File: config.mk
export PLATFORM = sky130hd
export DESIGN_NAME = logic16_arbiter
export DESIGN_NICKNAME = d
export VERILOG_FILES = /design/src/rtl/logic16_pkg.sv /design/src/rtl/logic16_unit.sv /design/src/rtl/logic16_arbiter.sv
export SDC_FILE = /design/constraint.sdc
export NUM_CORES = 1
export LEC_CHECK = 0
export ABC_AREA = 1
export CELL_PAD_IN_SITES_DETAIL_PLACEMENT = 1
export CELL_PAD_IN_SITES_GLOBAL_PLACEMENT = 1
export CORE_ASPECT_RATIO = 0.5
export CORE_MARGIN = 2
export CORE_UTILIZATION = 26
export CTS_BUF_LIST = sky130_fd_sc_hd__clkbuf_4
export CTS_CLUSTER_SIZE = 8
export DETAILED_ROUTE_END_ITERATION = 6
export MAX_ROUTING_LAYER = met4
export PLACE_DENSITY_LB_ADDON = 0.12
export SYNTH_ARGS = -nofsm -noshare
export SYNTH_HDL_FRONTEND = slang
export SYNTH_SLANG_ARGS = --single-unit
export TNS_END_PERCENT = 20
File: constraint.sdc
create_clock -name clk -period 2 [get_ports clk]
set_input_delay 0.2 -clock clk [delete_from_list [all_inputs] [get_ports clk]]
set_output_delay 0.2 -clock clk [all_outputs]
set_load 0.05 [all_outputs]
File: src/rtl/logic16_pkg.sv
// Shared definitions for the two-requester logic arbiter: default width, op codes, controller states.
// XOR support is selected with the LOGIC16_XOR_EN macro in logic16_unit.
package logic16_pkg;

    localparam int WIDTH_DEFAULT = 16;

    typedef enum logic [1:0] {
        OP_NOT = 2'd0,
        OP_AND = 2'd1,
        OP_OR  = 2'd2,
        OP_XOR = 2'd3
    } op_e;

    typedef enum logic {
        ST_EMPTY = 1'b0,
        ST_FULL  = 1'b1
    } state_e;

endpackage

File: src/rtl/logic16_unit.sv
// Combinational bitwise logic unit (y = op(a, b)).
// Macro LOGIC16_XOR_EN: defined -> op 3 is a^b; undefined -> op 3 falls back to NOT a.
module logic16_unit
    import logic16_pkg::*;
#(
    parameter int WIDTH = WIDTH_DEFAULT
) (
    input  logic [1:0]       op,
    input  logic [WIDTH-1:0] a,
    input  logic [WIDTH-1:0] b,
    output logic [WIDTH-1:0] y
);

    logic is_and;
    logic is_or;
    logic is_xor;

    assign is_and = (op == OP_AND);
    assign is_or  = (op == OP_OR);
`ifdef LOGIC16_XOR_EN
    assign is_xor = (op == OP_XOR);
`else
    assign is_xor = 1'b0;
`endif

    generate
        for (genvar gi = 0; gi < WIDTH; gi++) begin : g_bit
`ifdef LOGIC16_XOR_EN
            assign y[gi] = is_and ? (a[gi] & b[gi]) :
                           is_or  ? (a[gi] | b[gi]) :
                           is_xor ? (a[gi] ^ b[gi]) :
                                    ~a[gi];
`else
            // op 3 deliberately shares the NOT path when XOR is disabled
            assign y[gi] = is_and ? (a[gi] & b[gi]) :
                           is_or  ? (a[gi] | b[gi]) :
                                    ~a[gi];
`endif
        end
    endgenerate

`ifndef LOGIC16_XOR_EN
    logic unused_xor;
    assign unused_xor = is_xor;
`endif

endmodule

File: src/rtl/logic16_arbiter.sv
// Round-robin arbiter sharing one logic16_unit between two requesters, one-deep registered output.
// Optional XOR operation enabled by macro LOGIC16_XOR_EN (see logic16_unit).
module logic16_arbiter
    import logic16_pkg::*;
#(
    parameter int WIDTH = WIDTH_DEFAULT
) (
    input  logic             clk,
    input  logic             rst,
    input  logic             in0_valid,
    output logic             in0_ready,
    input  logic [1:0]       in0_op,
    input  logic [WIDTH-1:0] in0_a,
    input  logic [WIDTH-1:0] in0_b,
    input  logic             in1_valid,
    output logic             in1_ready,
    input  logic [1:0]       in1_op,
    input  logic [WIDTH-1:0] in1_a,
    input  logic [WIDTH-1:0] in1_b,
    output logic [WIDTH-1:0] out,
    output logic             out_id,
    output logic             out_valid,
    input  logic             out_ready
);

    state_e           state_reg, state_next;
    logic             ptr_reg, ptr_next;
    logic [WIDTH-1:0] out_reg;
    logic             out_id_reg;

    logic             can_accept;
    logic             grant1;
    logic             accept;
    logic [1:0]       sel_op;
    logic [WIDTH-1:0] sel_a;
    logic [WIDTH-1:0] sel_b;
    logic [WIDTH-1:0] unit_y;

    assign can_accept = (state_reg == ST_EMPTY) || out_ready;
    // Requester 1 wins when it is alone or when both are valid and it is preferred
    assign grant1     = in1_valid && (!in0_valid || ptr_reg);
    // Reset blocks any handshake even though the state is already cleared asynchronously
    assign accept     = can_accept && (in0_valid || in1_valid) && !rst;
    assign in0_ready  = accept && !grant1;
    assign in1_ready  = accept && grant1;

    assign sel_op = grant1 ? in1_op : in0_op;
    assign sel_a  = grant1 ? in1_a  : in0_a;
    assign sel_b  = grant1 ? in1_b  : in0_b;

    logic16_unit #(.WIDTH(WIDTH)) u_unit (
        .op (sel_op),
        .a  (sel_a),
        .b  (sel_b),
        .y  (unit_y)
    );

    always_comb begin
        state_next = state_reg;
        ptr_next   = ptr_reg;
        case (state_reg)
            ST_EMPTY: if (accept) state_next = ST_FULL;
            ST_FULL:  if (!accept && out_ready) state_next = ST_EMPTY;
            default:  state_next = ST_EMPTY;
        endcase
        if (accept) begin
            ptr_next = !grant1;
        end
    end

    always_ff @(posedge clk or posedge rst) begin
        if (rst) begin
            state_reg  <= ST_EMPTY;
            ptr_reg    <= 1'b0;
            out_reg    <= '0;
            out_id_reg <= 1'b0;
        end else begin
            state_reg <= state_next;
            ptr_reg   <= ptr_next;
            if (accept) begin
                out_reg    <= unit_y;
                out_id_reg <= grant1;
            end
        end
    end

    assign out       = out_reg;
    assign out_id    = out_id_reg;
    assign out_valid = (state_reg == ST_FULL);

endmodule

## Word-level counts from Yosys, hierarchy flattened

Index checks and enable logic that the tools add are counted.

- Equality and inequality tests: 2
- Muxes and demuxes: 38
- Bitwise logic cells: 49
- Reductions and logical operators: 13

Operators with widths:

| cell | number |
|---|---|
| 1-bit 2-to-1 mux | 34 |
| 16-bit 2-to-1 mux | 2 |
| 1-bit inverter | 17 |
| 1-bit AND | 16 |
| 1-bit OR | 16 |
| 1-bit logical AND | 6 |
| 1-bit logical NOT | 4 |
| 1-bit logical OR | 3 |
| 2-bit by 1-bit equality test with 1-bit output (second input constant) | 1 |
| 2-bit equality test (second input constant) | 1 |
| 2-bit 2-to-1 mux | 1 |
| 1-bit case mux with 2 select lines | 1 |

- Register bits: 19
- Bits of input ports: 73
- Output and inout port bits: 20
- Word-level logic and storage cells: 106

## Logic depth before layout (Yosys ltp)

- Word-level depth: 8
- Gate-level depth with buffers: 11
- Depth with buffers taken out: 11

## By module

A second synthesis with hierarchy kept.

- Cells, all modules: 342
- Area total of the unflattened synthesis: 1,869.3 µm²

Modules (own cells, without submodules):

| module | times used | cells an instance | area each (µm²) | sequential area each (µm²) |
|---|---|---|---|---|
| logic16_arbiter | 1 | 201 | 1,267.5 | 475.5 |
| logic16_unit | 1 | 141 | 601.8 | 0.0 |

## Worst setup path before layout

Ideal clock, no wire load.

- Kind: input to output
- Start: in rst
- End: out in1_ready
- Arrival time: 1.762 ns
- Required time: 1.800 ns
- Setup slack: 0.038 ns
- Cell stages on the path: 4
- Path buffers: 1
- Path through: inv_1 o211ai_2 clkbuf_1 nor2_1

- Cells in the longest elaborated chain, start to end: 3

Ends and longest elaborated chain:

| what | RTL line | text |
|---|---|---|
| start, declared | logic16_arbiter.sv:9 | `input logic rst,` |
| 1-bit logical NOT (no line) | - |  |
| 1-bit logical AND | logic16_arbiter.sv:43 | `assign accept = can_accept && (in0_valid \|\| in1_valid) && !rst;` |
| 1-bit logical AND | logic16_arbiter.sv:45 | `assign in1_ready = accept && grant1;` |
| end, declared | logic16_arbiter.sv:16 | `output logic in1_ready,` |

No other way between the ends.

## Final worst setup path

- Start: reg ptr_reg
- End: out in0_ready

- Cells in the longest elaborated chain, start to end: 4

Ends and longest elaborated chain:

| what | RTL line | text |
|---|---|---|
| start, declared | logic16_arbiter.sv:27 | `logic ptr_reg, ptr_next;` |
| start signal, assigned | logic16_arbiter.sv:79 | `ptr_reg <= ptr_next;` |
| 1-bit logical OR | logic16_arbiter.sv:41 | `assign grant1 = in1_valid && (!in0_valid \|\| ptr_reg);` |
| 1-bit logical AND | logic16_arbiter.sv:41 |  |
| 1-bit logical NOT | logic16_arbiter.sv:44 | `assign in0_ready = accept && !grant1;` |
| 1-bit logical AND | logic16_arbiter.sv:44 |  |
| end, declared | logic16_arbiter.sv:11 | `output logic in0_ready,` |

No other way between the ends.

==> flow_summary.ini <==
[yosys]
post-synth-top-area-cell = sky130_fd_sc_hd__dfrtp_1
ys.warnings.count = 0
netlist_top_cells_count = sky130_fd_sc_hd__nand2_1, sky130_fd_sc_hd__nand3_1, sky130_fd_sc_hd__inv_1
postSynth.asyncResetShare = 1.00
synthTopCellsByArea = sky130_fd_sc_hd__dfrtp_1, sky130_fd_sc_hd__nand2_1, sky130_fd_sc_hd__nand3_1
yosysSeqAreaShare = 0.275
synth.ff_latch_count = 19
synth_cells = 297
synth_enable_flop_cells = 0
dominant_cell_by_count_in_the_synthesized_netlist = sky130_fd_sc_hd__nand2_1
postSynthAreaPerCell_um2 = 5.83
ys.flop_type = sky130_fd_sc_hd__dfrtp_1
yosys.cell_types.count = 18
synth_top_area_frac = 0.275
syn-cell-area_um2 = 1730
mappedNetlistNets = 370

[clocking]
cts_tree = built
clk_root_buffer_cell = sky130_fd_sc_hd__clkbuf_4
cts_max_level = 1
clk_transition_reported_paths_ps = 110
clock_sink_count = 19
cts_made_buffers = 3
ctsLongestPathBuffers = 2
worst_skew_pair.late_latency_ps = 300

[die]
die_height_um = 61.7
floorplan.core_area_um2 = 6260
core.rowCount = 20
chipWidth_um = 119
io-pin-count = 93
initial_core_util = 0.277
die_footprint_um2 = 7370

[layout]
largest_register_ff_count = 16
inserted_diodes = 0
area_growth_pct = 63.8
final_nets = 465
final_layout_size_suffix_gt1_frac = 0.110

[grt]
first_global_vias = 2330
globalRouteOverflowTotal = 0
grt.total_usage = 0.183
grt_start_max_net_pins = 26
antenna_found_initial = 0
wire_length_of_the_first_global_routing_pass_um = 10600

[timing]
final_setup_skew_ps = 5.15
worstMarginPinSlew_ps = 517
maxSlewHeadroom = 0.654
timing.setup.tns_ps = 0
period_needed_ps = 1780
final_min_period_over_clock_period = 0.892
finalHoldViolations = 0
maxClockFrequency_ghz = 0.560
worst_slack_ps = 215
unrepaired_setup_endpoints_after_global_routing = false
setup_viol_count_final = 0
slew_violations = 0

[min_path]
min_path_type = input pin to async pin

[route]
avgViaCountPerCell = 4.71
routed-via-count = 2256
final_antenna_net_count = 0
detail_route.wl_per_cell_um = 13.0
detail_route.drc_violations = 0
drt-pass1-iter-count = 4
wirelength_um = 6250
drt_iter0_markers = 76

[power]
total_power_mw = 1.90
power.ir.vdd_worst_uv = 334
total_leakage_power_nw = 1.43
power-per-cell-area_nw_per_um2 = 670

[worst_setup_path]
cp-start-kind = register
timing.critical_path.fanout_max = 7
data_required_time_of_the_worst_path_ps = 1800
worst_setup_path_end_kind = output pin
worstPathArrival_ps = 1580
path_class = register to output pin

[placed_design]
place_worst_setup_slack_ps = 69.4
port_buffers = 92
gp_congestion = 0.797
dpl.hpwl_um = 5270

[job]
drv.max_cap_violation_count = 0

[run_status]
run_status = finished clean
[stage by stage]
step | area [um2] | util | instances | hold slack, ps
3_3_place_gp | 2800 | 0.448 | 475 | 465
5_1_grt | 2840 | 0.453 | 479 | 299
4_1_cts | 2830 | 0.453 | 479 | 310
3_5_place_dp | 2800 | 0.448 | 475 | 476
6_report | 2840 | 0.453 | 479 | 302
2_1_floorplan | 1730 | - | 297 | 167
[placed cells by master, fill, tap and decap left out]
cell type,netlist,layout
sky130_fd_sc_hd__o211ai_2,1,1
sky130_fd_sc_hd__o21ai_1,12,12
sky130_fd_sc_hd__nor2_2,0,1
sky130_fd_sc_hd__o21bai_1,1,1
sky130_fd_sc_hd__dfrtp_1,19,19
sky130_fd_sc_hd__nand2_4,2,2
sky130_fd_sc_hd__buf_12,0,3
sky130_fd_sc_hd__nand3_1,79,79
sky130_fd_sc_hd__clkdlybuf4s50_1,0,90
sky130_fd_sc_hd__inv_2,12,12
sky130_fd_sc_hd__o21ai_0,3,3
sky130_fd_sc_hd__nor2_1,4,3
sky130_fd_sc_hd__nand3b_1,3,3
sky130_fd_sc_hd__nand2_2,6,6
sky130_fd_sc_hd__clkbuf_4,0,4
sky130_fd_sc_hd__inv_1,27,27
sky130_fd_sc_hd__buf_4,6,14
sky130_fd_sc_hd__a21oi_1,1,1
sky130_fd_sc_hd__nand2_1,110,110
[final cells by class]
class | instances | area, um2
timing repair buffer | 107 | 1070
inverter | 39 | 146
sequential | 19 | 475
clock buffer | 4 | 30.0
multi-input combinational | 222 | 1010
fill | 846 | 3420
tap | 88 | 110
[worst paths after layout]
| kind | startpoint | end | slack [ps] | cells after the start |
|---|---|---|---|---|
| hold reg to reg | out[15] | out[15] | 490 | 2 |
| setup reg to reg | ptr_reg | out[3] | 390 | 10 |
| max in group asynchronous | rst | out[6] | 1490 | 3 |
| setup / recovery | ptr_reg | in0_ready | 220 | 7 |
| min in group clk | out[15] | out[15] | 490 | 2 |
| hold / removal | rst | out_valid | 300 | 3 |
[power breakdown]
group          leakage [nW]  total, mW  switching, mW  internal, mW
sequential            0.231      0.524         0.0523         0.472
clock                0.0184      0.211          0.119        0.0913
combinational          1.18       1.17          0.711         0.456
total                  1.43       1.90          0.882          1.02
[critical path, cell delays in order (launching register included)]
cell	delay [ps]
sky130_fd_sc_hd__dfrtp_1	380
sky130_fd_sc_hd__inv_1	80
sky130_fd_sc_hd__nand2_2	120
sky130_fd_sc_hd__nand2_2	160
sky130_fd_sc_hd__buf_4	170
sky130_fd_sc_hd__inv_2	50
sky130_fd_sc_hd__nor2_2	180
sky130_fd_sc_hd__buf_12	160
[routing by layer]
layer / part of all wire / routed length [um] / global-route usage
met5: 0 / 0 / -
met4: 0.0038 / 24 / 0.0168
met3: 0.045 / 278 / 0.0401
met2: 0.53 / 3290 / 0.369
met1: 0.42 / 2650 / 0.199
[cell families after synthesis]
family / after synthesis / share of synthesized area
buffers and inverters: 56 / 0.145
flip-flops: 19 / 0.275
AND/OR/NAND/NOR: 204 / 0.523
AO/OA/AOI/OAI: 18 / 0.0578
[what timing repair did]
action	4_1_cts	5_1_grt
hold buffers	0	0
endpoints found under the setup margin	0	1
setup buffers	0	0
gates resized for setup	0	1
Note: power is estimated with default switching activity, not from simulation.
